[src/rtl/recfg_cla_pipe.sv]
// Two-stage pipelined segmented adder with per-segment exact/approximate carry selection.
// Optional error detection (err, err_cnt) is built when RECFG_CLA_ERRDET_EN is defined.
module recfg_cla_pipe #(
  parameter int SEG_W = 4,
  parameter int NSEG  = 4,
  localparam int W    = SEG_W * NSEG
) (
  input  logic            clk,
  input  logic            rst_n,
  input  logic            in_valid,
  output logic            in_ready,
  input  logic [W-1:0]    a,
  input  logic [W-1:0]    b,
  input  logic            cin,
  input  logic            cfg_we,
  input  logic [NSEG-1:0] cfg_mode,
  output logic [NSEG-1:0] mode,
  output logic            out_valid,
  input  logic            out_ready,
  output logic [W-1:0]    sum,
  output logic            cout
`ifdef RECFG_CLA_ERRDET_EN
  ,
  output logic            err,
  output logic [15:0]     err_cnt
`endif
);

  logic            s1_valid_reg;
  logic [W-1:0]    s1_a_reg;
  logic [W-1:0]    s1_b_reg;
  logic            s1_cin_reg;
  logic [NSEG-1:1] s1_mode_reg;
  logic            pend_reg;
  logic [NSEG-1:0] pend_mode_reg;

  logic            s2_free;
  logic            s1_adv;
  logic            accept;
  logic            pipe_empty;
  logic [W-1:0]    sum_next;
  logic            cout_next;
  logic [NSEG-1:1] approx_c;

  assign s2_free    = !out_valid || out_ready;
  assign s1_adv     = s1_valid_reg && s2_free;
  assign pipe_empty = !s1_valid_reg && !out_valid;
  // A pending config freezes intake so the mode switch lands on an empty pipe.
  assign in_ready   = rst_n && !pend_reg && (!s1_valid_reg || s1_adv);
  assign accept     = in_valid && in_ready;

  // Speculative carry: generate term of the top bit of the segment below.
  generate
    for (genvar gi = 1; gi < NSEG; gi++) begin : g_approx
      assign approx_c[gi] = s1_a_reg[gi*SEG_W-1] & s1_b_reg[gi*SEG_W-1];
    end
  endgenerate

  always_comb begin
    logic [SEG_W:0] seg;
    logic           carry;
    sum_next = '0;
    seg = {1'b0, s1_a_reg[SEG_W-1:0]} + {1'b0, s1_b_reg[SEG_W-1:0]}
        + {{SEG_W{1'b0}}, s1_cin_reg};
    sum_next[SEG_W-1:0] = seg[SEG_W-1:0];
    carry = seg[SEG_W];
    for (int i = 1; i < NSEG; i++) begin
      if (!s1_mode_reg[i]) begin
        carry = approx_c[i];
      end
      seg = {1'b0, s1_a_reg[i*SEG_W +: SEG_W]} + {1'b0, s1_b_reg[i*SEG_W +: SEG_W]}
          + {{SEG_W{1'b0}}, carry};
      sum_next[i*SEG_W +: SEG_W] = seg[SEG_W-1:0];
      carry = seg[SEG_W];
    end
    cout_next = carry;
  end

`ifdef RECFG_CLA_ERRDET_EN
  logic [W:0] exact_next;
  logic       err_next;
  assign exact_next = {1'b0, s1_a_reg} + {1'b0, s1_b_reg} + {{W{1'b0}}, s1_cin_reg};
  assign err_next   = (exact_next != {cout_next, sum_next});

  always_ff @(posedge clk) begin
    if (!rst_n) begin
      err     <= 1'b0;
      err_cnt <= '0;
    end else begin
      if (out_valid && out_ready && err && (err_cnt != 16'hFFFF)) begin
        err_cnt <= err_cnt + 16'd1;
      end
      if (s1_adv) begin
        err <= err_next;
      end
    end
  end
`endif

  always_ff @(posedge clk) begin
    if (!rst_n) begin
      s1_valid_reg  <= 1'b0;
      s1_a_reg      <= '0;
      s1_b_reg      <= '0;
      s1_cin_reg    <= 1'b0;
      s1_mode_reg   <= '1;
      out_valid     <= 1'b0;
      sum           <= '0;
      cout          <= 1'b0;
      pend_reg      <= 1'b0;
      pend_mode_reg <= '1;
      mode          <= '1;
    end else begin
      if (accept) begin
        s1_valid_reg <= 1'b1;
        s1_a_reg     <= a;
        s1_b_reg     <= b;
        s1_cin_reg   <= cin;
        s1_mode_reg  <= mode[NSEG-1:1];
      end else if (s1_adv) begin
        s1_valid_reg <= 1'b0;
      end

      if (s2_free) begin
        out_valid <= s1_valid_reg;
      end
      if (s1_adv) begin
        sum  <= sum_next;
        cout <= cout_next;
      end

      // A fresh write always wins over applying the previously pending value.
      if (cfg_we) begin
        pend_reg      <= 1'b1;
        pend_mode_reg <= cfg_mode;
      end else if (pend_reg && pipe_empty) begin
        mode     <= pend_mode_reg;
        pend_reg <= 1'b0;
      end
    end
  end

endmodule

[config.mk]
export PLATFORM = sky130hd
export DESIGN_NAME = recfg_cla_pipe
export DESIGN_NICKNAME = d
export VERILOG_FILES = /design/src/rtl/recfg_cla_pipe.sv
export SDC_FILE = /design/constraint.sdc
export NUM_CORES = 1
export LEC_CHECK = 0
export ABC_AREA = 1
export BUFFER_PORTS_ARGS = -buffer_cell sky130_fd_sc_hd__buf_2
export CAP_MARGIN = 10
export CORE_MARGIN = 2
export CORE_UTILIZATION = 58
export DETAILED_ROUTE_END_ITERATION = 10
export MAX_ROUTING_LAYER = met4
export PLACE_DENSITY = 0.83
export SETUP_SLACK_MARGIN = 0.2
export SLEW_MARGIN = 25
export SYNTH_ARGS = -nofsm -noshare
export SYNTH_HDL_FRONTEND = slang
export SYNTH_SLANG_ARGS = --single-unit
[constraint.sdc]
create_clock -name clk -period 7.3 [get_ports clk]
set_input_delay 0.73 -clock clk [delete_from_list [all_inputs] [get_ports clk]]
set_output_delay 0.73 -clock clk [all_outputs]
set_load 0.02 [all_outputs]
==> Word-level counts from Yosys, hierarchy flattened <==
Cells that the tools add are included.
{ "totals": {"ff_bits": 64, "out_inout_bits": 23, "wordCells": 44} }
{ "classes": {"n_addsub": 8, "muxes": 7, "bitwise_logic": 4, "n_reduce_logical": 14} }
{ "ops": {"columns": ["cell", "n"], "rows": [
  ["$add 4x4->5", 4],
  ["$add 5x1->5", 4],
  ["$mux 1", 7],
  ["$logic_and 1x1->1", 6],
  ["$reduce_bool 2->1", 2],
  ["$and 1x1->1", 3],
  ["$logic_not 1->1", 3],
  ["$logic_or 1x1->1", 2],
  ["$reduce_and 2->1", 1],
  ["$not 1->1", 1]
]} }

==> Longest topological paths before layout <==
Gate-level depths: netlist of run 1.
{ "depth": {"word_depth": 8, "mapped_depth": 21, "depth_no_buf": 21} }

==> Worst setup path before layout of run 1 <==
OpenSTA, ideal clock, no wires.
{ "synth_timing": {"kind": "reg2reg", "startpoint": "register s1_a_reg[0]", "endpoint": "register cout", "setup_ns": 0.117, "arrival_time_ns": 4.293, "path_slack_ns": 2.890, "path_stages_with_launch": 21, "synth_period_minus_slack_ns": 4.410, "path_cell_list": "dfxtp_1 inv_1 fa_1 inv_1 fa_1 a21oi_1 o21bai_1 fa_1 fa_1 a21oi_1 o21bai_1 fa_1 fa_1 a21oi_1 o21bai_1 fa_1 fa_1 nand2_1 a21oi_1 nor3_1 nor2_1"} }
{ "synth_via": {"elab_chain_cells": 8} }
{ "synth_rtl": {"columns": ["item", "line_no", "text"], "rows": [
  ["from (decl)", "30", "logic [W-1:0] s1_a_reg;"],
  ["from (signal assigned)", "103", "s1_a_reg <= '0;"],
  ["from (signal assigned)", "116", "s1_a_reg <= a;"],
  ["$add 4x4->5", "63", "seg = {1'b0, s1_a_reg[SEG_W-1:0]} + {1'b0, s1_b_reg[SEG_W-1:0]}"],
  ["$add 5x1->5", "64", "+ {{SEG_W{1'b0}}, s1_cin_reg};"],
  ["$mux 1", "68", "if (!s1_mode_reg[i]) begin"],
  ["$add 5x1->5", "72", "+ {{SEG_W{1'b0}}, carry};"],
  ["$mux 1", "68", null],
  ["$add 5x1->5", "72", null],
  ["$mux 1", "68", null],
  ["$add 5x1->5", "72", null],
  ["to (signal assigned)", "129", "cout <= cout_next;"],
  ["to (decl)", "21", "output logic cout"]
]} }
Every way passes these cells.
A chain may end at the register's enable or synchronous reset.

==> Worst setup path after layout of run 1 <==
Ends and elaborated chain as after synthesis.

==> results of run 1 <==
==> layer usage <==
layer  share of wire  wire [um]
met5               0          0
met4           0.023        141
met3           0.046        287
met2            0.46       2890
met1            0.47       2900
==> how the worst max path moves through the flow <==
stage / slack, ns / endpoint / from
2_1_floorplan: 2.89 / cout$_SDFFE_PN0P_ / s1_a_reg[0]$_SDFFE_PN0P_
3_3_place_gp: 2.74 / cout$_SDFFE_PN0P_ / s1_a_reg[0]$_SDFFE_PN0P_
3_5_place_dp: 2.52 / cout$_SDFFE_PN0P_ / s1_a_reg[0]$_SDFFE_PN0P_
4_1_cts: 2.51 / cout$_SDFFE_PN0P_ / s1_a_reg[0]$_SDFFE_PN0P_
5_1_grt: 2.28 / cout$_SDFFE_PN0P_ / s1_b_reg[0]$_SDFFE_PN0P_
6_report: 2.50 / cout$_SDFFE_PN0P_ / s1_a_reg[0]$_SDFFE_PN0P_
==> through the flow <==
step / power [W] / worst slack (ns) / utilization
after floorplan: 0.000469 / 2.89 / -
after global placement: 0.000498 / 2.74 / 0.658
after detailed placement: 0.000502 / 2.52 / 0.658
after CTS: 0.000749 / 2.51 / 0.689
after global routing: 0.000786 / 2.28 / 0.693
final: 0.000747 / 2.50 / 0.693
==> power breakdown <==
group / internal, W / total, W / leakage [nW] / switching (W)
sequential: 0.000371 / 0.000386 / 0.525 / 0.0000147
combinational: 0.0000442 / 0.000111 / 1.29 / 0.0000664
clock: 0.000129 / 0.000251 / 0.0794 / 0.000122
total: 0.000544 / 0.000747 / 1.89 / 0.000203
==> cells by family after synthesis <==
family,after synthesis,synth area share
AO/OA/AOI/OAI,40,0.0757
XOR/XNOR,4,0.0116
AND/OR/NAND/NOR,217,0.288
buffers and inverters,66,0.0957
flip-flops,64,0.426
adder cells (fa/ha/maj),20,0.103
==> synth_stat cells <==
cell / instances
inv_2: 3
o21bai_1: 3
nand2_2: 1
nand3_1: 19
nand2_1: 100
nor2_4: 1
nor3_1: 1
o211ai_1: 2
clkbuf_1: 2
o211ai_2: 2
o21ai_1: 7
a21oi_1: 17
dfxtp_1: 64
nand3_4: 1
or2_2: 1
nor2_1: 93
buf_6: 4
buf_2: 8
inv_1: 48
fa_1: 8
buf_1: 1
xnor2_1: 4
o21ai_0: 9
ha_1: 12
==> area by class of cell <==
type	count	area [um2]	area share
Clock buffer	13	149	0.0426
Clock inverter	1	5.00	0.00143
Inverter	51	191	0.0548
Multi-Input combinational cell	281	1440	0.412
Sequential cell	64	1280	0.367
Tap cell	70	87.6	0.0251
Timing Repair Buffer	65	340	0.0974
==> critical path, cell delays in order, from the launching register on <==
cell and delay (ns):
dfxtp_1 0.30, inv_1 0.09, fa_1 0.19, inv_1 0.06, fa_1 0.40, a21oi_1 0.16, o21bai_1 0.09, fa_1 0.41
fa_1 0.42, a21oi_1 0.15, o21bai_1 0.09, fa_1 0.41, fa_1 0.41, a21oi_1 0.19, o21bai_1 0.09, fa_1 0.41
fa_1 0.42, nand2_1 0.09, a21oi_1 0.07, nor3_1 0.16, nor2_1 0.06
==> results.tsv, run 1 <==
stage	metric	value	unit
status	status	finished, final reports clean	
yosys	cells after synthesis	411	
worst_setup_path	RR Startpoint	s1_a_reg[0]$_SDFFE_PN0P_	
yosys	main area contributors after synthesis	dfxtp_1, nand2_1, nor2_1, inv_1, fa_1	
worst_setup_path	Worst setup EP type	register	
clock_network	hold_buf cts	0	
global_routing	initial antenna violation count	0	
clock_network	Post-CTS Setup Bufs	0	
place	placed insts	530	
yosys	post-synth top area share	0.426	
global_routing	GRT Total Usage	0.237	
global_routing	M2 GR Usage	0.373	
floorplanning	Die W	76.0	um
final_layout	most frequent cells in the layout	nand2_1, nor2_1, dfxtp_1, buf_2, inv_1	
hold_path	hold_sp	pend_mode_reg[0]$_SDFFE_PN1P_	
run	Max-Cap Viols	0	
floorplanning	Core Footprint	0.00504	mm2
timing	Fin Setup TNS	0	ns
route	vias per inst	4.81	
final_layout	area grow syn2layout	16.1	%
place	post-DP HPWL	4.31	mm
hold_path	WHS Path Cells	2	
timing	crit path time final	4.80	ns
yosys	synthesis warning total	0	
global_routing	first-pass GRT wire length	10.7	mm
yosys	Avg Cell Area, Syn	7.32	um2
clock_network	Clk Tree Root Cell	clkbuf_8	
final_layout	fin cells	545	
route	antenna-violating nets left	0	
worst_setup_path	r2r setup slk	2.50	ns
worst_setup_path	critical path data arrival time	5.02	ns
final_layout	share of cells above drive strength 1	0.179	
route	via count	2623	
final_layout	Antenna diodes	0	
worst_setup_path	reg-to-reg endpoint	cout$_SDFFE_PN0P_	
clock_network	CTS tree	done	
global_routing	GR Layer Usage met1	0.294	
final_layout	most common cell after layout, fill and taps aside	nand2_1	
clock_network	post-CTS resize count	0	
power	leakage power	1.89	nW
place	GPL Wtd Cong	0.821	
timing	final hold slack	0.464	ns
hold_path	Worst Hold Path EP	pend_mode_reg[0]$_SDFFE_PN1P_	
worst_setup_path	Setup CP Type	register to register	
yosys	Synth cell types	24	
timing	Worst-Margin Slew	0.748	ns
floorplanning	I/O pin cnt	65	
power	Cell Pwr Density	214	mW/mm2
hold_path	HP Class	register to register	
final_layout	design area	0.00349	mm2
worst_setup_path	R2R cell count	20	
global_routing	gr ovfl total	0	
timing	Final Max Tran Viols	0	
timing	Max Clock Freq	208	MHz
clock_network	Skew-Pair Late Insertion Delay	0.33	ns
timing	Final Hold Fails	0	
yosys	Cell Area, Synth	0.00301	mm2
route	first-pass iteration count of the detailed router	5	
power	Max rail drop VDD	0.148	mV
timing	RSZ-0062 raised after global routing	false	
global_routing	largest net degree at the start of global routing	73	
floorplanning	Die ar.	0.00578	mm2
floorplanning	std cell rows	26	
clock_network	clock buffer depth	2	
yosys	area leader, netlist	dfxtp_1	
floorplanning	Die Ht	76.0	um
yosys	syn nets	473	
clock_network	clock-pin slew on the worst setup and hold paths	0.06	ns
timing	final period utilization	0.657	
timing	setup violation total in the final timing report	0	
clock_network	Num CTS Buffers	9	
clock_network	CTS H-tree lvls	3	
final_layout	final-layout fill cell count	437	
worst_setup_path	Setup crit start kind	register	
timing	relative slew slack	0.501	
route	final WL	6.21	mm
route	Post-route DRC	0	
yosys	Seq cells post-synth	64	
route	initial DRC count	161	
yosys	Seq/Total Area, Yosys	0.426	
final_layout	Final nets	534	
global_routing	vias in the first global route	2491	
clock_network	clock sink count	64	
route	drt wl/cell	11.4	um
worst_setup_path	Worst EP required	7.52	ns
timing	skew final	0.00440	ns
floorplanning	Initial Utilization	0.597	
worst_setup_path	CP max FO	2	
place	PortBufs	64	
global_routing	met3 GRT Util	0.0427	
place	Post-Place Cell Area	0.00332	mm2
global_routing	GR peak layer	met2	
(Power assumes the default switching activity.)
==> run 2: changes to the inputs <==
- ABC_AREA: 1 -> 0
- CORE_UTILIZATION: 58 -> 54
- PLACE_DENSITY: 0.83 -> 0.78
- clock period: 7.3 -> 4.6 ns (I/O delays scaled with it)
==> run 2 against run 1 <==
Effect of this change:
- synthesized cell count shrank 18%
- design area grew 2.1%
- via count grew 0.69%
- sequential share of layout area shrank 0.72 points
- global-route usage grew 0.42 points
- count of clock-buffer cells in the layout is the same
- setup slack lost 2.3 ns
- clock power grew 110%
- register-to-register slack lost 2.3 ns
- area after synthesis shrank 0.62%
- first-iteration DRC count shrank 7.5%
- clock skew grew 0.0028 ns
- highest routed layer unchanged
==> results.tsv, run 2 <==
stage	metric	value	unit
clock_network	clock buffer depth	2	
timing	crit path time final	4.42	ns
timing	final hold slack	0.342	ns
yosys	synthesis warning total	0	
floorplanning	Die Ht	78.4	um
yosys	number of flops mapped to enable cells by yosys	0	
yosys	Avg Cell Area, Syn	8.92	um2
yosys	cell with the most instances after synthesis	dfxtp_1	
global_routing	first-pass GRT wire length	11.5	mm
route	vias per inst	5.67	
final_layout	area grow syn2layout	19.3	%
worst_setup_path	R2R cell count	19	
yosys	cells after synthesis	335	
worst_setup_path	r2r setup slk	0.18	ns
clock_network	Clk Tree Root Cell	clkbuf_8	
yosys	Seq/Total Area, Yosys	0.429	
hold_path	WHS Path Cells	3	
yosys	Seq cells post-synth	64	
worst_setup_path	reg-to-reg endpoint	cout$_SDFFE_PN0P_	
yosys	post-synth top area share	0.429	
hold_path	HP Class	input port to register	
floorplanning	Core Footprint	0.00544	mm2
route	first-pass iteration count of the detailed router	4	
status	status	finished, final reports clean	
yosys	asr flop ratio synth	0	
place	PortBufs	64	
timing	Final Max Tran Viols	0	
final_layout	Final nets	451	
worst_setup_path	Worst setup EP type	register	
final_layout	fin cells	466	
yosys	Synth top cells by count	dfxtp_1, nand2_1, nand4_1	
place	Post-Place Cell Area	0.00330	mm2
final_layout	share of cells above drive strength 1	0.266	
worst_setup_path	critical path data arrival time	4.60	ns
timing	final period utilization	0.960	
floorplanning	I/O pin cnt	65	
yosys	area leader, netlist	dfxtp_1	
final_layout	Antenna diodes	0	
hold_path	hold_sp	cfg_mode[2]	
global_routing	vias in the first global route	2409	
yosys	Synth cell types	33	
timing	Final Hold Fails	0	
worst_setup_path	RR Startpoint	s1_a_reg[0]$_SDFFE_PN0P_	
route	via count	2641	
clock_network	clock sink count	64	
floorplanning	std cell rows	27	
hold_path	Worst Hold Path EP	pend_mode_reg[2]$_SDFFE_PN1P_	
yosys	Cell Area, Synth	0.00299	mm2
run	Max-Cap Viols	0	
yosys	main area contributors after synthesis	dfxtp_1, nand4_1, nand2_1, fa_1, ha_1	
floorplanning	Die ar.	0.00615	mm2
global_routing	initial antenna violation count	0	
worst_setup_path	Worst EP required	4.78	ns
route	drt wl/cell	14.5	um
yosys	syn nets	397	
clock_network	CTS tree	done	
floorplanning	Initial Utilization	0.550	
place	placed insts	447	
floorplanning	Die W	78.4	um
global_routing	gr ovfl total	0	
final_layout	most common cell after layout, fill and taps aside	buf_2	
route	final WL	6.77	mm
final_layout	most frequent cells in the layout	buf_2, dfxtp_1, nand2_1	
timing	RSZ-0062 raised after global routing	true	
global_routing	GRT Total Usage	0.241	
worst_setup_path	Setup crit start kind	register	
timing	skew final	0.00718	ns
route	initial DRC count	149	
timing	setup violation total in the final timing report	0	
clock_network	Num CTS Buffers	9	
route	Post-route DRC	0	
timing	Worst-Margin Slew	0.811	ns
place	post-DP HPWL	4.61	mm
worst_setup_path	Setup CP Type	register to register	
power	Max rail drop VDD	0.188	mV
global_routing	largest net degree at the start of global routing	44	
final_layout	design area	0.00357	mm2
clock_network	CTS H-tree lvls	3	
timing	Max Clock Freq	226	MHz
route	antenna-violating nets left	0	
power	Cell Pwr Density	364	mW/mm2
timing	relative slew slack	0.459	
worst_setup_path	CP max FO	2	
place	GPL Wtd Cong	0.822	
yosys	Post-synth top flop	dfxtp_1	
clock_network	clock-pin slew on the worst setup and hold paths	0.07	ns
power	leakage power	1.51	nW
clock_network	Skew-Pair Late Insertion Delay	0.33	ns
-- run 2: cell types whose count changed after synthesis, sizes merged, moves of 9 or more --
cell and change:
a21oi +9, clkbuf +16, inv -40, nand2 -52, nand3 -10, nand4 +37
nor2 -92, o21ai +22
-- run 2: where the power goes --
group | leakage, nW | switching (W) | total, W | internal [W]
logic | 0.873 | 0.0000931 | 0.000161 | 0.0000682
registers | 0.525 | 0.0000246 | 0.000610 | 0.000586
clock network | 0.108 | 0.000207 | 0.000527 | 0.000320
total | 1.51 | 0.000324 | 0.00130 | 0.000974
-- run 2: metrics by stage --
stage / TNS (ns) / setup WS (ns) / total power (W) / util
final: 0 / 0.182 / 0.00130 / 0.656
after global routing: 0 / 0.0104 / 0.00135 / 0.656
after CTS: 0 / 0.159 / 0.00130 / 0.650
after detailed placement: -0.0956 / -0.0934 / 0.000776 / 0.607
after global placement: 0 / 0.00368 / 0.000771 / 0.607
after floorplan: 0 / 0.210 / 0.000725 / -
-- run 2: metal layers --
metal  vias to the layer above  part of all wire  global-route usage
met4                         0             0.019              0.0982
met1                      1227              0.48               0.340
met3                        13             0.063              0.0414
met5                         -                 0                   -
met2                        79              0.44               0.345
li1                       1322                 -                   -
-- run 2: worst max-delay path by stage --
stage	slack (ns)	to	cells after the start	start
2_1_floorplan	0.21	cout$_SDFFE_PN0P_	19	s1_a_reg[0]$_SDFFE_PN0P_
3_3_place_gp	0.004	cout$_SDFFE_PN0P_	19	s1_a_reg[0]$_SDFFE_PN0P_
3_5_place_dp	-0.09	cout$_SDFFE_PN0P_	19	s1_b_reg[0]$_SDFFE_PN0P_
4_1_cts	0.16	cout$_SDFFE_PN0P_	19	s1_b_reg[0]$_SDFFE_PN0P_
5_1_grt	0.01	cout$_SDFFE_PN0P_	19	s1_a_reg[0]$_SDFFE_PN0P_
6_report	0.18	cout$_SDFFE_PN0P_	19	s1_a_reg[0]$_SDFFE_PN0P_
-- run 2: cell type report --
type | count | area (um2)
tap | 72 | 90.1
timing repair buffer | 72 | 380
clock inverter | 3 | 65.1
inverter | 11 | 41.3
clock buffer | 13 | 149
fill | 475 | 1870
multi-input combinational | 231 | 1560
sequential | 64 | 1280
-- run 2: kinds of logic after synthesis --
group / Yosys count / synth area share
mux: 5 / 0.0167
simple gates: 110 / 0.191
buf+inv: 40 / 0.0628
flops: 64 / 0.429
fa+ha+maj: 20 / 0.104
xor+xnor: 4 / 0.0117
compound gates: 92 / 0.185
-- run 2: worst max-delay path, cell delays in order (launching register included) --
cell      delay, ns
dfxtp_1        0.31
inv_2          0.07
fa_2           0.21
inv_2          0.04
fa_2           0.35
a21oi_2        0.14
o21bai_1       0.08
fa_2           0.37
fa_2           0.37
a21oi_2        0.12
o21bai_1       0.09
fa_2           0.38
fa_2           0.37
a21oi_2        0.14
o21bai_1       0.09
fa_2           0.36
fa_2           0.36
a21o_1         0.18
a21oi_1        0.13
a211oi_1       0.08
-- run 2: timing repair --
| action | 4_1_cts | 5_1_grt |
|---|---|---|
| pin swaps | 1 | 1 |
| buffers inserted | 1 | 2 |
| hold buffers | 0 | 0 |
| gates resized for setup | 5 | 9 |
| endpoints found under the setup margin | 3 | 3 |
==> run 3: changes to the inputs <==
- CORE_UTILIZATION: 54 -> 56
- CTS_BUF_LIST: unset -> sky130_fd_sc_hd__clkbuf_4 sky130_fd_sc_hd__clkbuf_8
- PLACE_DENSITY: 0.78 -> 0.81
==> run 3 against run 2 <==
Effect of this change:
- hold slack got worse by 0.00086 ns
- design area is essentially flat
- total power shrank 5.5%
- sequential power is essentially flat
- count of clock-buffer cells in the layout grew 1
- sequential cell count unchanged
- critical path type unchanged
- largest cell class unchanged
- critical path depth did not move
- register-to-register slack got worse by 0.06 ns
- cell count unchanged
- setup slack worse by 0.058 ns
==> results.tsv, run 3 (synthesis gave the netlist of run 2 again) <==
stage	metric	value	unit
timing	Max Clock Freq	223	MHz
timing	skew final	0.00703	ns
place	GPL Wtd Cong	0.938	
floorplanning	Die W	77.1	um
power	Cell Pwr Density	344	mW/mm2
final_layout	most frequent cells in the layout	buf_2, dfxtp_1, nand2_1	
worst_setup_path	Setup crit start kind	register	
worst_setup_path	RR Startpoint	s1_a_reg[0]$_SDFFE_PN0P_	
route	antenna-violating nets left	0	
final_layout	area grow syn2layout	19.3	%
worst_setup_path	Worst EP required	4.78	ns
route	via count	2692	
clock_network	CTS H-tree lvls	3	
worst_setup_path	r2r setup slk	0.12	ns
route	first-pass iteration count of the detailed router	5	
worst_setup_path	worst path cell trace	inv_2 > fa_2 > inv_2 > fa_2 > a21oi_2 > o21bai_1 > fa_2 > fa_2 > a21oi_2 > o21bai_1 > fa_2 > fa_2 > a21oi_2 > o21bai_1 > fa_2 > fa_2 > a21o_1 > a21oi_2 > a211oi_1	
worst_setup_path	crit path capture	cout$_SDFFE_PN0P_	
run	Max-Cap Viols	0	
floorplanning	Die Ht	77.1	um
clock_network	clock sink count	64	
clock_network	Skew-Pair Late Insertion Delay	0.33	ns
route	vias per inst	5.78	
timing	Worst-Margin Slew	0.940	ns
power	leakage power	1.51	nW
floorplanning	Core Footprint	0.00514	mm2
timing	crit path time final	4.48	ns
route	final WL	7.03	mm
floorplanning	Initial Utilization	0.582	
clock_network	clock buffer depth	2	
worst_setup_path	CP max FO	2	
clock_network	Num CTS Buffers	9	
timing	Final Max Tran Viols	0	
clock_network	hold_buf cts	0	
route	Post-route DRC	0	
clock_network	Clk Tree Root Cell	clkbuf_8	
worst_setup_path	reg-to-reg endpoint	cout$_SDFFE_PN0P_	
timing	relative slew slack	0.373	
worst_setup_path	CP peak stage delay	0.39	ns
global_routing	GRT Total Usage	0.250	
global_routing	first-pass GRT wire length	11.6	mm
timing	setup violation total in the final timing report	0	
place	post-DP HPWL	4.69	mm
route	drt wl/cell	15.1	um
global_routing	vias in the first global route	2387	
worst_setup_path	Worst setup EP type	register	
worst_setup_path	Worst Setup SP	s1_a_reg[0]$_SDFFE_PN0P_	
timing	final period utilization	0.973	
global_routing	initial antenna violation count	0	
worst_setup_path	Setup CP Type	register to register	
worst_setup_path	R2R cell count	19	
final_layout	Multi-input gate area	0.00157	mm2
hold_path	HP Class	input port to register	
final_layout	register area	0.00128	mm2
power	Max rail drop VDD	0.220	mV
global_routing	largest net degree at the start of global routing	54	
status	status	finished, final reports clean	
place	PortBufs	64	
floorplanning	I/O pin cnt	65	
final_layout	Antenna diodes	0	
timing	Fin Setup TNS	0	ns
timing	RSZ-0062 raised after global routing	true	
final_layout	final-layout fill cell count	422	
final_layout	Final nets	453	
route	initial DRC count	200	
clock_network	clock-pin slew on the worst setup and hold paths	0.07	ns
floorplanning	Die ar.	0.00594	mm2
timing	final hold slack	0.341	ns
final_layout	final core utilization	0.694	
clock_network	CTS tree	done	
global_routing	gr ovfl total	0	
timing	setup ws final	0.124	ns
worst_setup_path	critical path data arrival time	4.66	ns
floorplanning	std cell rows	26	
final_layout	most common cell after layout, fill and taps aside	buf_2	
final_layout	share of cells above drive strength 1	0.283	
worst_setup_path	Worst path most repeated cell	fa_2	
place	Setup WS pre-CTS	-0.0392	ns
worst_setup_path	slowest cell on the critical path	fa_2	
timing	Final Hold Fails	0	
[run 3: layout make-up]
| type | instances | area share |
|---|---|---|
| well taps | 70 | 0.0246 |
| flip-flops and latches | 64 | 0.360 |
| clock inverters | 2 | 0.00351 |
| repair buffers | 74 | 0.111 |
| multi-input cells | 231 | 0.439 |
| inverters | 11 | 0.0116 |
| clock buffers | 14 | 0.0505 |
[run 3: worst max-delay path: cells and delay by family, from the launching register on]
family	cells	cell delay [ns]
AOI/OAI and AO/OA	9	1.06
DFF	1	0.32
adders and majority gates	8	2.85
buffers and inverters	2	0.10
[run 3: where the power goes]
part | switching [W] | internal [W] | total (W)
Combinational | 0.0000938 | 0.0000681 | 0.000162
Clock | 0.000202 | 0.000251 | 0.000453
Sequential | 0.0000261 | 0.000586 | 0.000612
[run 3: metal layers]
metal  vias up  wire (um)  part of all wire  GRT usage
met3         9        358             0.051     0.0553
met4         0        106             0.015     0.0946
met2        75       3240              0.46      0.358
li1       1329          -                 -          -
met1      1279       3330              0.47      0.346
met5         -          0                 0          -
[run 3: stage by stage]
step	instance area, um2	power (W)	instances
finish	3570	0.00123	466
global route	3570	0.00129	466
CTS	3510	0.00123	462
detailed placement	3300	0.000776	445
global placement	3300	0.000771	445
floorplan	3000	0.000725	335
[run 3: what timing repair did]
action,CTS,global route
pin swaps,2,7
resized for setup,4,12
endpoints found under the setup margin,3,3
setup buffers,1,4
[run 3: worst min-delay path by stage]
stage	endpoint	cells after the start	slack [ns]	from
2_1_floorplan	s1_b_reg[10]$_SDFFE_PN0P_	2	0.43	s1_b_reg[10]$_SDFFE_PN0P_
3_3_place_gp	s1_a_reg[3]$_SDFFE_PN0P_	2	0.44	s1_a_reg[3]$_SDFFE_PN0P_
3_5_place_dp	s1_b_reg[14]$_SDFFE_PN0P_	2	0.45	s1_b_reg[14]$_SDFFE_PN0P_
4_1_cts	pend_mode_reg[1]$_SDFFE_PN1P_	3	0.33	cfg_mode[1]
5_1_grt	pend_mode_reg[0]$_SDFFE_PN1P_	3	0.33	cfg_mode[0]
6_report	pend_mode_reg[0]$_SDFFE_PN1P_	3	0.34	cfg_mode[0]
